File: src/rtl/stack_ptr_unit_pkg.sv
`default_nettype none
// ============================================================================
// Module   : stack_ptr_unit_pkg
// Purpose  : Shared constants and FSM state encoding for the stack-pointer
//            unit (SFR address, reset SP, ram_sel stack codes, state enum).
// Revision : 1.0  initial release
// ============================================================================
package stack_ptr_unit_pkg;

  // SFR address of SP and its reset value
  localparam logic [7:0] SFR_SP = 8'h81;
  localparam logic [7:0] RST_SP = 8'h07;

  // ram_sel codes that select a single-byte stack access
  localparam logic [3:0] WR_RAM_STACK = 4'h2;
  localparam logic [3:0] RD_RAM_STACK = 4'h3;

  // CALL/RET sequencer state encoding
  typedef enum logic [2:0] {
    SP_ST_IDLE    = 3'd0,
    SP_ST_PUSH_LO = 3'd1,
    SP_ST_PUSH_HI = 3'd2,
    SP_ST_POP_HI  = 3'd3,
    SP_ST_POP_LO  = 3'd4
  } sp_state_e;

endpackage : stack_ptr_unit_pkg
`default_nettype wire

File: src/rtl/stack_ptr_unit_sp_seq_fsm.sv
`default_nettype none
// ============================================================================
// Module   : sp_seq_fsm
// Purpose  : CALL/RET sequencer. Steps through two push states (PC low then
//            high) or two pop states (PC high then low), one stack step per
//            state. An abort (SFR write to SP) returns it to IDLE at once.
// Revision : 1.0  initial release
// ============================================================================
module sp_seq_fsm
  import stack_ptr_unit_pkg::*;
(
  input  logic clock,
  input  logic reset,
  input  logic i_start_call,
  input  logic i_start_ret,
  input  logic i_abort,
  output logic o_step_push,
  output logic o_step_pop,
  output logic o_byte_hi,
  output logic o_busy
);

  sp_state_e r_state;
  sp_state_e w_next;

  // State register, asynchronously reset to IDLE
  always_ff @(posedge clock or posedge reset) begin
    if (reset) r_state <= SP_ST_IDLE;
    else       r_state <= w_next;
  end

  // Next-state and per-state step/byte outputs
  always_comb begin
    w_next      = r_state;
    o_step_push = 1'b0;
    o_step_pop  = 1'b0;
    o_byte_hi   = 1'b0;
    o_busy      = 1'b1;
    case (r_state)
      SP_ST_IDLE: begin
        o_busy = 1'b0;
        if (i_start_call)     w_next = SP_ST_PUSH_LO;
        else if (i_start_ret) w_next = SP_ST_POP_HI;
      end
      SP_ST_PUSH_LO: begin
        o_step_push = 1'b1;
        w_next      = SP_ST_PUSH_HI;
      end
      SP_ST_PUSH_HI: begin
        o_step_push = 1'b1;
        o_byte_hi   = 1'b1;
        w_next      = SP_ST_IDLE;
      end
      SP_ST_POP_HI: begin
        o_step_pop = 1'b1;
        o_byte_hi  = 1'b1;
        w_next     = SP_ST_POP_LO;
      end
      SP_ST_POP_LO: begin
        o_step_pop = 1'b1;
        w_next     = SP_ST_IDLE;
      end
      default: begin
        o_busy = 1'b0;
        w_next = SP_ST_IDLE;
      end
    endcase
    // SP write aborts any sequence in progress
    if (i_abort) w_next = SP_ST_IDLE;
  end

endmodule : sp_seq_fsm
`default_nettype wire

File: src/rtl/stack_ptr_unit.sv
`default_nettype none
// ============================================================================
// Module   : stack_ptr_unit
// Purpose  : 8051 stack-pointer unit. Holds SP, applies SFR writes, single
//            PUSH/POP via ram_sel and sequenced two-byte CALL/RET, and drives
//            the internal-RAM stack address and read/write strobes.
//            Optional macro SP_BOUNDS_CHECK_EN: block pushes at SP==LIMIT and
//            raise the sticky ovf flag; otherwise pushes wrap and ovf is 0.
// Revision : 1.0  initial release
// ============================================================================
module stack_ptr_unit
  import stack_ptr_unit_pkg::*;
#(
  parameter int               ADDR_W   = 8,
  parameter logic [ADDR_W-1:0] RST_VAL = ADDR_W'(RST_SP),
  parameter logic [ADDR_W-1:0] LIMIT   = {ADDR_W{1'b1}},
  parameter logic [7:0]        SFR_ADDR = SFR_SP
)(
  input  logic              clock,
  input  logic              reset,
  input  logic              i_wr,
  input  logic              i_wr_bit,
  input  logic [7:0]        i_wr_addr,
  input  logic [ADDR_W-1:0] i_wr_data,
  input  logic [3:0]        i_ram_sel,
  input  logic              i_call_req,
  input  logic              i_ret_req,
  output logic [ADDR_W-1:0] o_sp_out,
  output logic [ADDR_W-1:0] o_stack_addr,
  output logic              o_stack_we,
  output logic              o_stack_re,
  output logic              o_byte_hi,
  output logic              o_busy,
  output logic              o_ovf,
  output logic              o_udf
);

`ifdef SP_BOUNDS_CHECK_EN
  localparam bit c_BOUNDS_EN = 1'b1;
`else
  localparam bit c_BOUNDS_EN = 1'b0;
`endif

  logic [ADDR_W-1:0] r_sp;
  logic              r_ovf;
  logic              r_udf;

  logic w_sfr_wr;
  logic w_sel_push;
  logic w_sel_pop;
  logic w_single_push;
  logic w_single_pop;
  logic w_start_call;
  logic w_start_ret;
  logic w_fsm_push;
  logic w_fsm_pop;
  logic w_fsm_busy;
  logic w_push_step;
  logic w_pop_step;
  logic w_above_floor;
  logic w_at_limit;
  logic w_push_ok;
  logic w_pop_ok;
  logic w_ovf_evt;
  logic w_udf_evt;
  logic [ADDR_W-1:0] w_sp_inc;

  // Request decode: SFR write wins, then ram_sel, then call, then ret
  assign w_sfr_wr      = i_wr & ~i_wr_bit & (i_wr_addr == SFR_ADDR);
  assign w_sel_push    = (i_ram_sel == WR_RAM_STACK);
  assign w_sel_pop     = (i_ram_sel == RD_RAM_STACK);
  assign w_single_push = ~w_fsm_busy & ~w_sfr_wr & w_sel_push;
  assign w_single_pop  = ~w_fsm_busy & ~w_sfr_wr & w_sel_pop;
  assign w_start_call  = ~w_fsm_busy & ~w_sfr_wr & ~w_sel_push & ~w_sel_pop & i_call_req;
  assign w_start_ret   = ~w_fsm_busy & ~w_sfr_wr & ~w_sel_push & ~w_sel_pop &
                         ~i_call_req & i_ret_req;

  sp_seq_fsm u_seq (
    .clock        (clock),
    .reset        (reset),
    .i_start_call (w_start_call),
    .i_start_ret  (w_start_ret),
    .i_abort      (w_sfr_wr),
    .o_step_push  (w_fsm_push),
    .o_step_pop   (w_fsm_pop),
    .o_byte_hi    (o_byte_hi),
    .o_busy       (w_fsm_busy)
  );

  // An SP write in a busy cycle drops that cycle's sequencer step
  assign w_push_step   = (w_single_push | w_fsm_push) & ~w_sfr_wr;
  assign w_pop_step    = (w_single_pop  | w_fsm_pop)  & ~w_sfr_wr;

  assign w_sp_inc      = r_sp + 1'b1;
  assign w_above_floor = (r_sp > RST_VAL);
  assign w_at_limit    = c_BOUNDS_EN & (r_sp == LIMIT);

  assign w_push_ok     = w_push_step & ~w_at_limit;
  assign w_ovf_evt     = w_push_step &  w_at_limit;
  assign w_pop_ok      = w_pop_step  &  w_above_floor;
  assign w_udf_evt     = w_pop_step  & ~w_above_floor;

  // Push addresses the slot above SP; pop (and idle) addresses SP itself
  assign o_stack_addr  = w_push_step ? w_sp_inc : r_sp;
  assign o_stack_we    = w_push_ok;
  assign o_stack_re    = w_pop_ok;
  assign o_sp_out      = r_sp;
  assign o_busy        = w_fsm_busy;
  assign o_ovf         = r_ovf;
  assign o_udf         = r_udf;

  // SP register: SFR write overrides any stack step
  always_ff @(posedge clock or posedge reset) begin
    if (reset)          r_sp <= RST_VAL;
    else if (w_sfr_wr)  r_sp <= i_wr_data;
    else if (w_push_ok) r_sp <= w_sp_inc;
    else if (w_pop_ok)  r_sp <= r_sp - 1'b1;
  end

  // Sticky overflow/underflow flags, cleared by an SP write
  always_ff @(posedge clock or posedge reset) begin
    if (reset) begin
      r_ovf <= 1'b0;
      r_udf <= 1'b0;
    end else if (w_sfr_wr) begin
      r_ovf <= 1'b0;
      r_udf <= 1'b0;
    end else begin
      if (w_ovf_evt) r_ovf <= 1'b1;
      if (w_udf_evt) r_udf <= 1'b1;
    end
  end

endmodule : stack_ptr_unit
`default_nettype wire

File: config.mk
export PLATFORM = sky130hd
export DESIGN_NAME = stack_ptr_unit
export DESIGN_NICKNAME = d
export VERILOG_FILES = /design/src/rtl/stack_ptr_unit_pkg.sv /design/src/rtl/stack_ptr_unit_sp_seq_fsm.sv /design/src/rtl/stack_ptr_unit.sv
export SDC_FILE = /design/constraint.sdc
export NUM_CORES = 1
export LEC_CHECK = 0
export BUFFER_PORTS_ARGS = -buffer_cell sky130_fd_sc_hd__buf_2
export CELL_PAD_IN_SITES_DETAIL_PLACEMENT = 0
export CELL_PAD_IN_SITES_GLOBAL_PLACEMENT = 1
export CORE_UTILIZATION = 32
export CTS_CLUSTER_DIAMETER = 100
export CTS_CLUSTER_SIZE = 30
export DETAILED_ROUTE_END_ITERATION = 6
export PLACE_DENSITY = 0.77
export REMOVE_ABC_BUFFERS = 1
export SYNTH_ARGS = -nofsm -noshare
export SYNTH_HDL_FRONTEND = slang
export SYNTH_SLANG_ARGS = --single-unit
File: constraint.sdc
create_clock -name clock -period 2.4 [get_ports clock]
set_input_delay 0.36 -clock clock [delete_from_list [all_inputs] [get_ports clock]]
set_output_delay 0.36 -clock clock [all_outputs]
set_load 0.005 [all_outputs]
==> results.cfg <==
[status]
status = completed

[route]
dr.pass1.iters = 4
avgRoutedWirePerCell_um = 12.5
via_per_inst = 5.08
num_vias = 1138
drcViolationCount = 0
ant_nets = 0
drt_iter0_markers = 24
routed_wirelength_mm = 2.81

[cts]
cts_sinks = 12
numCtsBuffers = 3
clk_latency_ns = 0.27
root_buffer = clkbuf_4
cts_tree = done
cts_hold_buffers = 0
path_clk_slew_ns = 0.08
cts_max_level = 1
cts_buffer_depth = 2

[place]
hpwlAfterDp_mm = 2.23
gp_congestion = 0.895
pre_cts_slack_ns = 0.151
port_buffers = 46
dp_cells = 218

[sta]
fin_skew_ns = 0.00433
setup_viol = 0
slew_headroom = 0.628
rsz0062_at_grt = false
min_period_ns = 2.26
hold_violations = 0
tightest_slew_ns = 0.557
max_freq_mhz = 443
worst_slack_ns = 0.143
drv_slew = 0
post-route-period-util = 0.941

[power]
totalPowerFinal_mw = 1.65
powerDensity_nw_per_um2 = 1220
peakVddDrop_v = 0.000598
leakage_nw = 0.633

[setup_path]
worstPathArrival_ns = 1.90
crit_type = register to output pin
rr_worst_depth = 7
rr_endpoint = o_sp_out[7]
end_kind = output pin
startpoint = u_seq.r_state[0]
cp_data_required_time_ns = 2.04
start_kind = register
cp_max_fo = 5
r2r_slack_ns = 0.28
r2r_start = u_seq.r_state[0]

[run]
drv_cap = 0

[logic_synthesis]
synth_seq_cells = 12
synth-main-ff-cell = dfrtp_1
netlist_instances = 132
yosys_warnings = 0
synthArstFlopShare = 1.00
ys_seq_area_frac = 0.291
avgSynthCellArea_sq_um = 7.91
synth-edff-count = 0
yosysUniqueCellTypes = 40
syn_area_sq_um = 1040

[final_layout]
drive_above_1_share = 0.350
nets = 209
final_cells = 224
fin_util = 0.441
syn2layout_area_growth_pct = 30.1
diodes = 0

[grt]
antenna_found_initial = 0
overflow = 0
track_usage = 0.169
grt_pass1_vias = 1076
grt_max_degree = 13
grt_pass1_wl_mm = 4.57

[floorplanning]
core_sq_um = 3080
ios = 48
die_area_sq_um = 3490
die_y_um = 59.1
rows = 20
die_w_um = 59.1
initial_utilization = 0.339

[min_path]
hold_class = primary input to asynchronous set/reset pin
-- cell usage in the layout (no fill, tap or decap), types with 2 or more instances in the layout --
cell type / count
buf_2: 46
nor2_1: 13
nand2_1: 12
o21ai_0: 10
xnor2_1: 9
dfrtp_1: 9
buf_4: 7
inv_1: 6
a31oi_1: 6
or3_1: 5
nand4_1: 4
a21oi_1: 4
nor2b_1: 3
and3_1: 3
nor4_1: 3
mux2i_1: 3
clkbuf_4: 3
dfstp_2: 3
nor4b_1: 2
o21ai_1: 2
or2_1: 2
a22oi_1: 2
nand3_1: 2
o221ai_1: 2
or4b_1: 2
ha_1: 2
-- synth_stat cells, types with 2 or more instances --
cell      number  area, sq um
nor2_1        13         48.8
nand2_1       12         45.0
o21ai_0       10         50.1
dfrtp_1        9          225
xnor2_1        9         78.8
a31oi_1        6         37.5
inv_1          6         22.5
or3_1          5         31.3
a21oi_1        4         20.0
clkbuf_1       4         15.0
nand4_1        4         25.0
and3_1         3         18.8
dfstp_2        3         78.8
mux2i_1        3         30.0
nor2b_1        3         18.8
nor4_1         3         18.8
a22oi_1        2         15.0
buf_2          2         10.0
buf_6          2         22.5
ha_1           2         25.0
nand3_1        2         10.0
nor3_1         2         10.0
nor4b_1        2         17.5
o21ai_1        2         10.0
o221ai_1       2         17.5
or2_1          2         12.5
or4b_1         2         20.0
-- routing by layer --
layer  share of wire  GRT usage  vias up
li1                -          -      572
met1            0.45      0.209      528
met2            0.49      0.307       36
met3           0.052     0.0328        2
met4          0.0075     0.0306        0
met5               0          0        -
-- registers in the layout, summed over array words and instances (netlist names) --
| register | count |
|---|---|
| o_sp_out | 8 |
| o_udf | 1 |
| u_seq.r_state | 3 |
-- metrics by stage --
step                hold slack (ns)  area, sq um  TNS (ns)
finish                       0.0975         1360         0
floorplan                     0.223          988   -0.0954
CTS                           0.112         1340         0
detailed placement            0.406         1310         0
global placement              0.411         1310         0
global route                  0.139         1360         0
-- logic make-up (layout without fill, tap and decap cells) --
group / count (synthesis) / in the layout / share of synthesized area
AO/OA/AOI/OAI: 29 / 29 / 0.169
XOR/XNOR: 9 / 9 / 0.0755
adder cells (fa/ha/maj): 2 / 2 / 0.0240
buffers and inverters: 15 / 63 / 0.0743
flip-flops: 12 / 12 / 0.291
multiplexers: 3 / 3 / 0.0288
other: 1 / 1 / 0.00359
AND/OR/NAND/NOR: 61 / 61 / 0.333
-- layout make-up --
| cell class | count | area (sq um) |
|---|---|---|
| well taps | 44 | 55.1 |
| fillers | 336 | 1720 |
| inverters | 6 | 22.5 |
| flip-flops and latches | 12 | 304 |
| repair buffers | 53 | 283 |
| multi-input cells | 105 | 667 |
| clock buffers | 4 | 26.3 |
-- worst max-delay path: stages (launching register included) --
cell     delay, ns
dfrtp_1       0.43
or2_2         0.35
a21oi_1       0.25
nor3_2        0.09
buf_4         0.14
nand4_1       0.12
xnor2_1       0.12
buf_2         0.12
-- worst max path at each step --
stage / to / depth (start not counted) / slack, ns
6_report: o_stack_addr[7] / 7 / 0.14
5_1_grt: o_stack_addr[4] / 7 / 0.02
4_1_cts: o_stack_addr[1] / 6 / 0.13
3_5_place_dp: o_stack_addr[5] / 8 / 0.15
3_3_place_gp: o_stack_addr[5] / 8 / 0.22
2_1_floorplan: o_stack_addr[7] / 5 / -0.07
-- power by group --
part           internal, mW  switching [mW]
combinational         0.522           0.536
clock                0.0643          0.0669
sequential            0.313           0.149
total                 0.899           0.752
-- repair_timing --
item,CTS,global route
hold endpoints to repair,0,0
pin swaps,0,1
setup buffers,0,2
gates resized for setup,1,0
setup endpoints to repair,1,3
cloned,0,0
Note: power is estimated with default switching activity, not from simulation.
